<file path="src/rtl/i2c_link_if.sv">
// Request/observation bundle for the i2c_link endpoint pair.
// The master modport is the requester side, and the slave modport is the link side.
interface i2c_link_if;
    localparam int unsigned ADDR_W = 7;
    localparam int unsigned DATA_W = 8;

    logic              enable;
    logic [ADDR_W-1:0] address;
    logic [DATA_W-1:0] data_in;
    logic [DATA_W-1:0] data_out;
    logic              scl;
    logic              sda;
    logic              busy;
    logic              done;
    logic              ack_err;

    modport master (
        output enable, address, data_in,
        input  data_out, scl, sda, busy, done, ack_err
    );

    modport slave (
        input  enable, address, data_in,
        output data_out, scl, sda, busy, done, ack_err
    );
endinterface

</file>
<file path="src/rtl/i2c_link.sv">
// I2C write-only master engine and 7-bit-address slave engine.
// Both engines share an internal wired-AND SDA line, and the master alone drives SCL.
module i2c_link #(
    parameter logic [6:0] SLAVE_ADDR = 7'b0101101
) (
    input  logic        clk,
    input  logic        reset,
    i2c_link_if.slave   bus
);
    localparam int unsigned ADDR_W = 7;
    localparam int unsigned DATA_W = 8;
    localparam int unsigned CNT_W  = 3;

    typedef enum logic [3:0] {
        M_IDLE, M_START, M_ADDR, M_RW, M_ACK1, M_DATA, M_ACK2, M_STOP, M_DONE
    } m_state_t;

    typedef enum logic [2:0] {
        S_IDLE, S_ADDR, S_ACK1, S_DATA, S_ACK2, S_WAIT
    } s_state_t;

    // Master registers
    m_state_t          m_state, m_state_d;
    logic              m_ph, m_ph_d;
    logic [CNT_W-1:0]  m_cnt, m_cnt_d;
    logic [ADDR_W-1:0] m_addr, m_addr_d;
    logic [DATA_W-1:0] m_data, m_data_d;
    logic              m_pull, m_pull_d;
    logic              scl_q, scl_d;
    logic              busy_q, busy_d;
    logic              done_q, done_d;
    logic              ack_err_q, ack_err_d;

    // Slave registers
    s_state_t          s_state, s_state_d;
    logic [CNT_W-1:0]  s_cnt, s_cnt_d;
    logic [DATA_W-1:0] s_shift, s_shift_d;
    logic [DATA_W-1:0] data_out_q, data_out_d;
    logic              s_pull, s_pull_d;
    logic              prev_scl, prev_sda;

    logic sda_bus;
    logic start_det;
    logic stop_det;
    logic bit_sample;

    assign sda_bus = ~(m_pull | s_pull);

    // Master state register
    always_ff @(posedge clk) begin
        if (reset) begin
            m_state   <= M_IDLE;
            m_ph      <= 1'b0;
            m_cnt     <= '0;
            m_addr    <= '0;
            m_data    <= '0;
            m_pull    <= 1'b0;
            scl_q     <= 1'b1;
            busy_q    <= 1'b0;
            done_q    <= 1'b0;
            ack_err_q <= 1'b0;
        end else begin
            m_state   <= m_state_d;
            m_ph      <= m_ph_d;
            m_cnt     <= m_cnt_d;
            m_addr    <= m_addr_d;
            m_data    <= m_data_d;
            m_pull    <= m_pull_d;
            scl_q     <= scl_d;
            busy_q    <= busy_d;
            done_q    <= done_d;
            ack_err_q <= ack_err_d;
        end
    end

    // Master next state.
    // Each bit slot takes two cycles: m_ph=0 is the low phase and m_ph=1 is the high phase.
    always_comb begin
        m_state_d = m_state;
        m_ph_d    = m_ph;
        m_cnt_d   = m_cnt;
        m_addr_d  = m_addr;
        m_data_d  = m_data;
        ack_err_d = ack_err_q;

        unique case (m_state)
            M_IDLE: begin
                if (bus.enable) begin
                    m_addr_d  = bus.address;
                    m_data_d  = bus.data_in;
                    ack_err_d = 1'b0;
                    m_state_d = M_START;
                end
            end
            M_START: begin
                m_ph_d    = 1'b0;
                m_cnt_d   = CNT_W'(ADDR_W - 1);
                m_state_d = M_ADDR;
            end
            M_ADDR: begin
                m_ph_d = ~m_ph;
                if (m_ph) begin
                    if (m_cnt == '0) m_state_d = M_RW;
                    else             m_cnt_d   = m_cnt - CNT_W'(1);
                end
            end
            M_RW: begin
                m_ph_d = ~m_ph;
                if (m_ph) m_state_d = M_ACK1;
            end
            M_ACK1: begin
                m_ph_d = ~m_ph;
                if (m_ph) begin
                    if (sda_bus) begin
                        ack_err_d = 1'b1;
                        m_state_d = M_STOP;
                    end else begin
                        m_cnt_d   = CNT_W'(DATA_W - 1);
                        m_state_d = M_DATA;
                    end
                end
            end
            M_DATA: begin
                m_ph_d = ~m_ph;
                if (m_ph) begin
                    if (m_cnt == '0) m_state_d = M_ACK2;
                    else             m_cnt_d   = m_cnt - CNT_W'(1);
                end
            end
            M_ACK2: begin
                m_ph_d = ~m_ph;
                if (m_ph) begin
                    if (sda_bus) ack_err_d = 1'b1;
                    m_state_d = M_STOP;
                end
            end
            M_STOP: begin
                m_ph_d = ~m_ph;
                if (m_ph) m_state_d = M_DONE;
            end
            M_DONE: begin
                if (!bus.enable) m_state_d = M_IDLE;
            end
            default: m_state_d = M_IDLE;
        endcase
    end

    // Bus drive for the coming cycle, decoded from the next state
    always_comb begin
        scl_d    = 1'b1;
        m_pull_d = 1'b0;
        busy_d   = 1'b0;
        done_d   = 1'b0;

        unique case (m_state_d)
            M_START: begin
                m_pull_d = 1'b1;
                busy_d   = 1'b1;
            end
            M_ADDR: begin
                scl_d    = m_ph_d;
                m_pull_d = ~m_addr_d[m_cnt_d];
                busy_d   = 1'b1;
            end
            M_RW: begin
                scl_d    = m_ph_d;
                m_pull_d = 1'b1;
                busy_d   = 1'b1;
            end
            M_ACK1, M_ACK2: begin
                scl_d  = m_ph_d;
                busy_d = 1'b1;
            end
            M_DATA: begin
                scl_d    = m_ph_d;
                m_pull_d = ~m_data_d[m_cnt_d];
                busy_d   = 1'b1;
            end
            M_STOP: begin
                scl_d    = m_ph_d;
                m_pull_d = 1'b1;
                busy_d   = 1'b1;
            end
            M_DONE:  done_d = 1'b1;
            default: ;
        endcase
    end

    // Slave state register and bus history
    always_ff @(posedge clk) begin
        if (reset) begin
            s_state    <= S_IDLE;
            s_cnt      <= '0;
            s_shift    <= '0;
            data_out_q <= '0;
            s_pull     <= 1'b0;
            prev_scl   <= 1'b1;
            prev_sda   <= 1'b1;
        end else begin
            s_state    <= s_state_d;
            s_cnt      <= s_cnt_d;
            s_shift    <= s_shift_d;
            data_out_q <= data_out_d;
            s_pull     <= s_pull_d;
            prev_scl   <= scl_q;
            prev_sda   <= sda_bus;
        end
    end

    assign start_det  = prev_sda & ~sda_bus & scl_q;
    assign stop_det   = ~prev_sda & sda_bus & scl_q;
    // prev_scl still holds the low-phase level at the posedge that ends a high phase
    assign bit_sample = scl_q & ~prev_scl;

    // Slave next state
    always_comb begin
        s_state_d  = s_state;
        s_cnt_d    = s_cnt;
        s_shift_d  = s_shift;
        data_out_d = data_out_q;
        s_pull_d   = s_pull;

        if (start_det) begin
            s_state_d = S_ADDR;
            s_cnt_d   = '0;
            s_pull_d  = 1'b0;
        end else if (stop_det) begin
            s_state_d = S_IDLE;
            s_pull_d  = 1'b0;
        end else if (bit_sample) begin
            unique case (s_state)
                S_ADDR: begin
                    s_shift_d = {s_shift[DATA_W-2:0], sda_bus};
                    s_cnt_d   = s_cnt + CNT_W'(1);
                    if (s_cnt == CNT_W'(DATA_W - 1)) begin
                        s_cnt_d = '0;
                        if (s_shift[ADDR_W-1:0] == SLAVE_ADDR && !sda_bus) begin
                            s_pull_d  = 1'b1;
                            s_state_d = S_ACK1;
                        end else begin
                            s_state_d = S_WAIT;
                        end
                    end
                end
                S_ACK1: begin
                    s_pull_d  = 1'b0;
                    s_cnt_d   = '0;
                    s_state_d = S_DATA;
                end
                S_DATA: begin
                    s_shift_d = {s_shift[DATA_W-2:0], sda_bus};
                    s_cnt_d   = s_cnt + CNT_W'(1);
                    if (s_cnt == CNT_W'(DATA_W - 1)) begin
                        data_out_d = {s_shift[DATA_W-2:0], sda_bus};
                        s_cnt_d    = '0;
                        s_pull_d   = 1'b1;
                        s_state_d  = S_ACK2;
                    end
                end
                S_ACK2: begin
                    s_pull_d  = 1'b0;
                    s_state_d = S_WAIT;
                end
                default: ;
            endcase
        end
    end

    assign bus.scl      = scl_q;
    assign bus.sda      = sda_bus;
    assign bus.busy     = busy_q;
    assign bus.done     = done_q;
    assign bus.ack_err  = ack_err_q;
    assign bus.data_out = data_out_q;
endmodule

</file>
<file path="src/flat_wrapper.sv">
// flat-port wrapper written by rule: the top's interface ports become plain ports
module i2c_link_flat 
#(
    parameter logic [6:0] SLAVE_ADDR = 7'b0101101
)
  (clk, reset, bus_enable, bus_address, bus_data_in, bus_data_out, bus_scl, bus_sda, bus_busy, bus_done, bus_ack_err);
  i2c_link_if bus_i ();
  input  logic clk;
  input  logic reset;
  input wire logic [$bits(bus_i.enable)-1:0] bus_enable;
  input wire logic [$bits(bus_i.address)-1:0] bus_address;
  input wire logic [$bits(bus_i.data_in)-1:0] bus_data_in;
  output wire logic [$bits(bus_i.data_out)-1:0] bus_data_out;
  output wire logic [$bits(bus_i.scl)-1:0] bus_scl;
  output wire logic [$bits(bus_i.sda)-1:0] bus_sda;
  output wire logic [$bits(bus_i.busy)-1:0] bus_busy;
  output wire logic [$bits(bus_i.done)-1:0] bus_done;
  output wire logic [$bits(bus_i.ack_err)-1:0] bus_ack_err;
  assign bus_i.enable = bus_enable;
  assign bus_i.address = bus_address;
  assign bus_i.data_in = bus_data_in;
  assign bus_data_out = bus_i.data_out;
  assign bus_scl = bus_i.scl;
  assign bus_sda = bus_i.sda;
  assign bus_busy = bus_i.busy;
  assign bus_done = bus_i.done;
  assign bus_ack_err = bus_i.ack_err;
  i2c_link #(.SLAVE_ADDR(SLAVE_ADDR)) u_core (.clk(clk), .reset(reset), .bus(bus_i));
endmodule
</file>
<file path="config.mk">
export PLATFORM = sky130hd
export DESIGN_NAME = i2c_link_flat
export DESIGN_NICKNAME = d
export VERILOG_FILES = /design/src/rtl/i2c_link_if.sv /design/src/rtl/i2c_link.sv /design/src/flat_wrapper.sv
export SDC_FILE = /design/constraint.sdc
export NUM_CORES = 1
export LEC_CHECK = 0
export CORE_MARGIN = 2
export CORE_UTILIZATION = 45
export CTS_CLUSTER_SIZE = 8
export DETAILED_ROUTE_END_ITERATION = 12
export GPL_TIMING_DRIVEN = 0
export PLACE_DENSITY = 0.76
export SYNTH_ARGS = -nofsm -noshare
export SYNTH_HDL_FRONTEND = slang
export SYNTH_SLANG_ARGS = --single-unit
</file>
<file path="constraint.sdc">
create_clock -name clk -period 6.5 [get_ports clk]
set_input_delay 0.975 -clock clk [delete_from_list [all_inputs] [get_ports clk]]
set_output_delay 0.975 -clock clk [all_outputs]
set_load 0.1 [all_outputs]
</file>
After elaboration in Yosys (flattened, before gate mapping) --
Index checks and enable logic that the tools add are counted.
Storage, ports and cells: bits in registers 52, input bits 18, output and inout bits 13, word-level logic and storage cells 139
Operators by class: add/sub/neg operators 2, magnitude comparators 1, eq/ne operators 30, muxes and demuxes 46, bitwise gates (word level) 15, reductions and logical operators 27
Operators by type and width (count):
- 2-to-1 mux 4 bit | 10
- case mux 4 bit (9 select lines) | 1
- equality test 4 x 3 -> 1 bit (second input constant) | 8
- 2-to-1 mux 3 bit | 8
- equality test 4 x 2 -> 1 bit (second input constant) | 4
- 2-to-1 mux 8 bit | 2
- AND reduction 4 bit | 4
- 2-to-1 mux 7 bit | 2
- 2-to-1 mux 1 bit | 13
- case mux 3 bit (4 select lines) | 1
- OR reduction 2 bit | 6
- OR reduction 6 bit | 2
- AND reduction 5 bit | 2
- NOT 1 bit | 9
- case mux 3 bit (3 select lines) | 1
- equality test 4 x 1 -> 1 bit (second input constant) | 2
- equality test 4 bit (second input constant) | 2
- inequality test 2 x 1 -> 1 bit (second input constant) | 4
- inequality test 4 x 1 -> 1 bit (second input constant) | 2
- equality test 7 x 6 -> 1 bit (second input constant) | 1
- OR reduction 7 bit | 1
- binary-select mux 1 bit (select 3 bit) | 2
- equality test 3 x 2 -> 1 bit (second input constant) | 2
- equality test 3 bit (second input constant) | 2
- 20 further kinds | 30

Logic depth before layout (Yosys ltp) --
depth after elaboration 8, depth in mapped cells 10

Worst setup path before layout --
OpenSTA, ideal clock, no wires.
path type register to register, start register u_core.scl_q, in the netlist u_core.bus.scl, end register u_core.data_out_q[0], in the netlist u_core.bus.data_out[0], library setup time 128 ps, arrival 2388 ps, slack 3985 ps, stages on the path, launching flop included 8, path buffers 1, clock period less this slack 2515 ps, path through dfxtp_1 nand2b_1 or4b_1 buf_2 clkinv_2 nand3_4 mux2i_1 nor2_1
Between the ends: cells in the longest elaborated chain, start to end 3, elaborated cells on any way between the ends 6, those cells by class 5 x bitwise; 1 x reduce/logical
Ends and longest elaborated chain:
- start, declared | RTL line i2c_link.sv:29 | logic scl_q, scl_d;
- start signal, assigned | RTL line i2c_link.sv:69 | scl_q <= scl_d;
- bitwise AND 1 bit (on tied branches) | RTL line i2c_link.sv:210, i2c_link.sv:211
- NOT 1 bit (no line)
- AND reduction 5 bit (no line) (*)
- end signal, assigned | RTL line i2c_link.sv:203 | data_out_q <= data_out_d;
- end, declared | RTL line i2c_link.sv:38 | logic [DATA_W-1:0] data_out_q, data_out_d;
Every way passes the cells marked *; elsewhere a longest branch is shown, timed or not. A chain may end at the register's enable or synchronous reset.

Worst setup path in the final report --
start register u_core.s_pull, end output port bus_sda
Between the ends: cells in the longest elaborated chain, start to end 2
Ends and longest elaborated chain:
- start, declared | RTL line i2c_link.sv:39 | logic s_pull, s_pull_d;
- start signal, assigned | RTL line i2c_link.sv:204 | s_pull <= s_pull_d;
- bitwise OR 1 bit | RTL line i2c_link.sv:47 | assign sda_bus = ~(m_pull | s_pull);
- NOT 1 bit | RTL line i2c_link.sv:47
- end, declared | RTL line flat_wrapper.sv:15 | output wire logic [$bits(bus_i.sda)-1:0] bus_sda;
Every way passes these cells.

==> metrics.cfg <==
[timing]
post-route-period-util_pct=49.7
setup_viol=0
relSlewSlack_pct=34.8
finalClockSkew_ns=0.00567
rsz0062_at_grt=no
final_max_slew_viol_count=0
fmax_mhz=310
timing.final.ws_setup_ns=3.27
worst_slew_pin_slew_ns=0.975
hold_viol_final=0
min_period_ns=3.23
finalSetupTns_ns=0

[logic_synthesis]
ys_seq_elements=52
synth.avg_cell_area_um2=8.08
ys.flop_type=dfxtp_1
yosys.area_share.adder_pct=1.85
synthMuxAreaShare_pct=4.53
syn-num-nets=357
async_flop_share_pct=0
synth_top_family_by_area=simple AND/OR/NAND/NOR gates
yosys.area_share.simple_pct=27.9
ys_seq_area_share_pct=38.4
synth_area_um2=2710
synth_compound_area_share_pct=21.1
synth_edf_count=0
postSynthCellCount=335
ys_types=61
synth_xor_area_share_pct=0.970
yosysWarnings=0

[clock_network]
clk_pin_slew_worst_paths_ns=0.09
cts_buffers=5
cts-root-buf=clkbuf_8
clk_latency_ns=0.30
cts_tree=done
post-cts-setup-buffer-count=0
ctsResizeCount=0
hold_buffers=0
htreeDepth=2
cts_sinks=52
cts_buffer_depth=2

[worst_setup_path]
critical_path_peak_fanout=9
r2r-end=u_core.m_pull$_SDFF_PP0_
required_ns=5.52
r2r_slack_ns=4.09
reg2regPathDepth=10
start_kind=register
criticalPathCategory=reg2out
cp-end-kind=output port
arrival_ns=2.25
r2r_start=u_core.m_cnt[1]$_SDFF_PP0_

[cells_and_area]
fin_nets=393
final_cells=447
drive_gt1_share_pct=8.87
finalInstanceArea_um2=3210
area_growth_pct=18.4
final_cell_mix=nand2_1, dfxtp_1, a21oi_1, nor2_1, clkdlybuf4s50_1
diodes=0
layout_commonest_cell=nand2_1
fin_util_pct=54.8

[floorplanning]
row_count=28
initial_utilization_pct=46.3
coreArea_um2=5850
pin_count=31
die_w_um=81.6
die_y_um=81.6
die_area_um2=6650

[drt]
dr.pass1.iters=4
drc_errors=0
routed_via_density=5.59
post_drt_wl_per_cell_um=13.7
drt-initial-drc-count=222
drt_wl_total_mm=6.11
vias=2497
antenna_left=0

[grt]
grt_max_degree=18
gr-usage-met3_pct=3.41
grt_pass1_wl_mm=10.3
first_global_vias=2251
grtUsageTotal_pct=19.6
grt-busiest-layer=met2
grtUsageMet2_pct=30.9
globalRoute.totalOverflow=0
antenna_found_initial=0
globalRouteMet1Util_pct=27.9

[run]
cap_violations=0

[hold_path]
hold_depth=2
hold_class=reg2reg
min_to=u_core.m_data[4]$_SDFF_PP0_
min_from=u_core.m_data[4]$_SDFF_PP0_

[placed_design]
port_buffers=29
placedInstanceArea_um2=3090
gp_congestion=0.898
dp.cells=439
dp_slack_ns=3.25
dp_hpwl_mm=4.51

[run_status]
status=completed

[pwr]
peakVddDrop_uv=163
power.leakage_nw=1.23
power_density_nw_per_um2=233

## state kept, by name, indices dropped and copies added, names as in the netlist, 3 cells and up
name,flops
u_core.m_data,8
u_core.m_addr,7
u_core.m_state,4
u_core.bus.data_out,8
u_core.s_cnt,3
u_core.m_cnt,3
u_core.s_shift,7
u_core.s_state,3
## kinds of logic (layout without fill, tap and decap cells)
group / count (synthesis) / count (layout)
adders and majority gates: 4 / 4
muxes: 11 / 11
buffers and inverters: 31 / 68
DFF: 52 / 52
xor gates and xnor gates: 3 / 3
and+or+nand+nor: 146 / 146
AOI/OAI and AO/OA: 88 / 88
## cell usage after synthesis, types with 2 or more instances
| cell | number | area share (%) |
|---|---|---|
| o211ai_1 | 4 | 1.1 |
| clkbuf_1 | 10 | 1.4 |
| and3_1 | 3 | 0.69 |
| o22ai_1 | 3 | 0.69 |
| a31oi_1 | 4 | 0.92 |
| or4_1 | 2 | 0.55 |
| or2_1 | 2 | 0.46 |
| nor3_1 | 7 | 1.3 |
| o21ai_0 | 7 | 1.3 |
| nor4b_1 | 2 | 0.65 |
| nor2_1 | 35 | 4.9 |
| xnor2_1 | 2 | 0.65 |
| nand3b_1 | 2 | 0.55 |
| buf_2 | 6 | 1.1 |
| a211oi_1 | 6 | 1.7 |
| a21oi_1 | 35 | 6.5 |
| a41oi_1 | 2 | 0.65 |
| a22oi_1 | 9 | 2.5 |
| a21o_1 | 4 | 1.1 |
| nand3_1 | 4 | 0.74 |
| mux2i_1 | 10 | 3.7 |
| or2_2 | 4 | 0.92 |
| ha_1 | 4 | 1.8 |
| inv_1 | 10 | 1.4 |
| nand2_1 | 54 | 7.5 |
| buf_4 | 2 | 0.55 |
| dfxtp_1 | 52 | 38 |
| or3_1 | 3 | 0.69 |
| nor2b_1 | 5 | 1.2 |
| nor3b_1 | 2 | 0.55 |
| nand2b_1 | 6 | 1.4 |
| and2_1 | 5 | 1.2 |
## worst max-delay path by stage
stage,start,end,slack [ns],cells after the start
2_1_floorplan,u_core.bus.scl$_SDFF_PP1_,u_core.bus.data_out[0]$_SDFFE_PP0P_,3.98,7
3_3_place_gp,bus_enable,u_core.m_pull$_SDFF_PP0_,3.25,9
3_5_place_dp,bus_enable,u_core.m_pull$_SDFF_PP0_,3.25,9
4_1_cts,u_core.s_pull$_SDFFE_PP0P_,bus_sda,3.25,4
5_1_grt,u_core.s_pull$_SDFFE_PP0P_,bus_sda,3.17,4
6_report,u_core.s_pull$_SDFFE_PP0P_,bus_sda,3.27,4
## power breakdown
part	total [mW]	internal, mW	switching, mW
registers	0.349	0.335	0.0137
logic	0.173	0.0675	0.106
clock network	0.226	0.117	0.109
total	0.748	0.519	0.229
## stage by stage
step	hold WS (ns)	power, mW
2_1_floorplan	0.436	0.482
3_3_place_gp	0.444	0.523
3_5_place_dp	0.448	0.527
4_1_cts	0.462	0.753
5_1_grt	0.489	0.789
6_report	0.460	0.748
## layer usage
metal,up-vias,routed length [µm]
met4,0,64
li1,1251,-
met5,-,0
met2,61,2800
met1,1179,2950
met3,6,285
## worst max-delay path, cell delays in order, from the launching register on
cell	delay, ns
dfxtp_1	0.34
or2_1	0.22
buf_4	0.16
inv_1	0.09
clkdlybuf4s50_1	1.13
## final cells by class
type	instances	area, µm²
sequential	52	1040
multi-input combinational	252	1530
clock buffer	5	68.8
buffer	19	93.8
fill	547	2640
clock inverter	3	46.3
inverter	12	46.3
timing repair buffer	29	290
tap	75	93.8
Power figures use the tool's default switching activity.
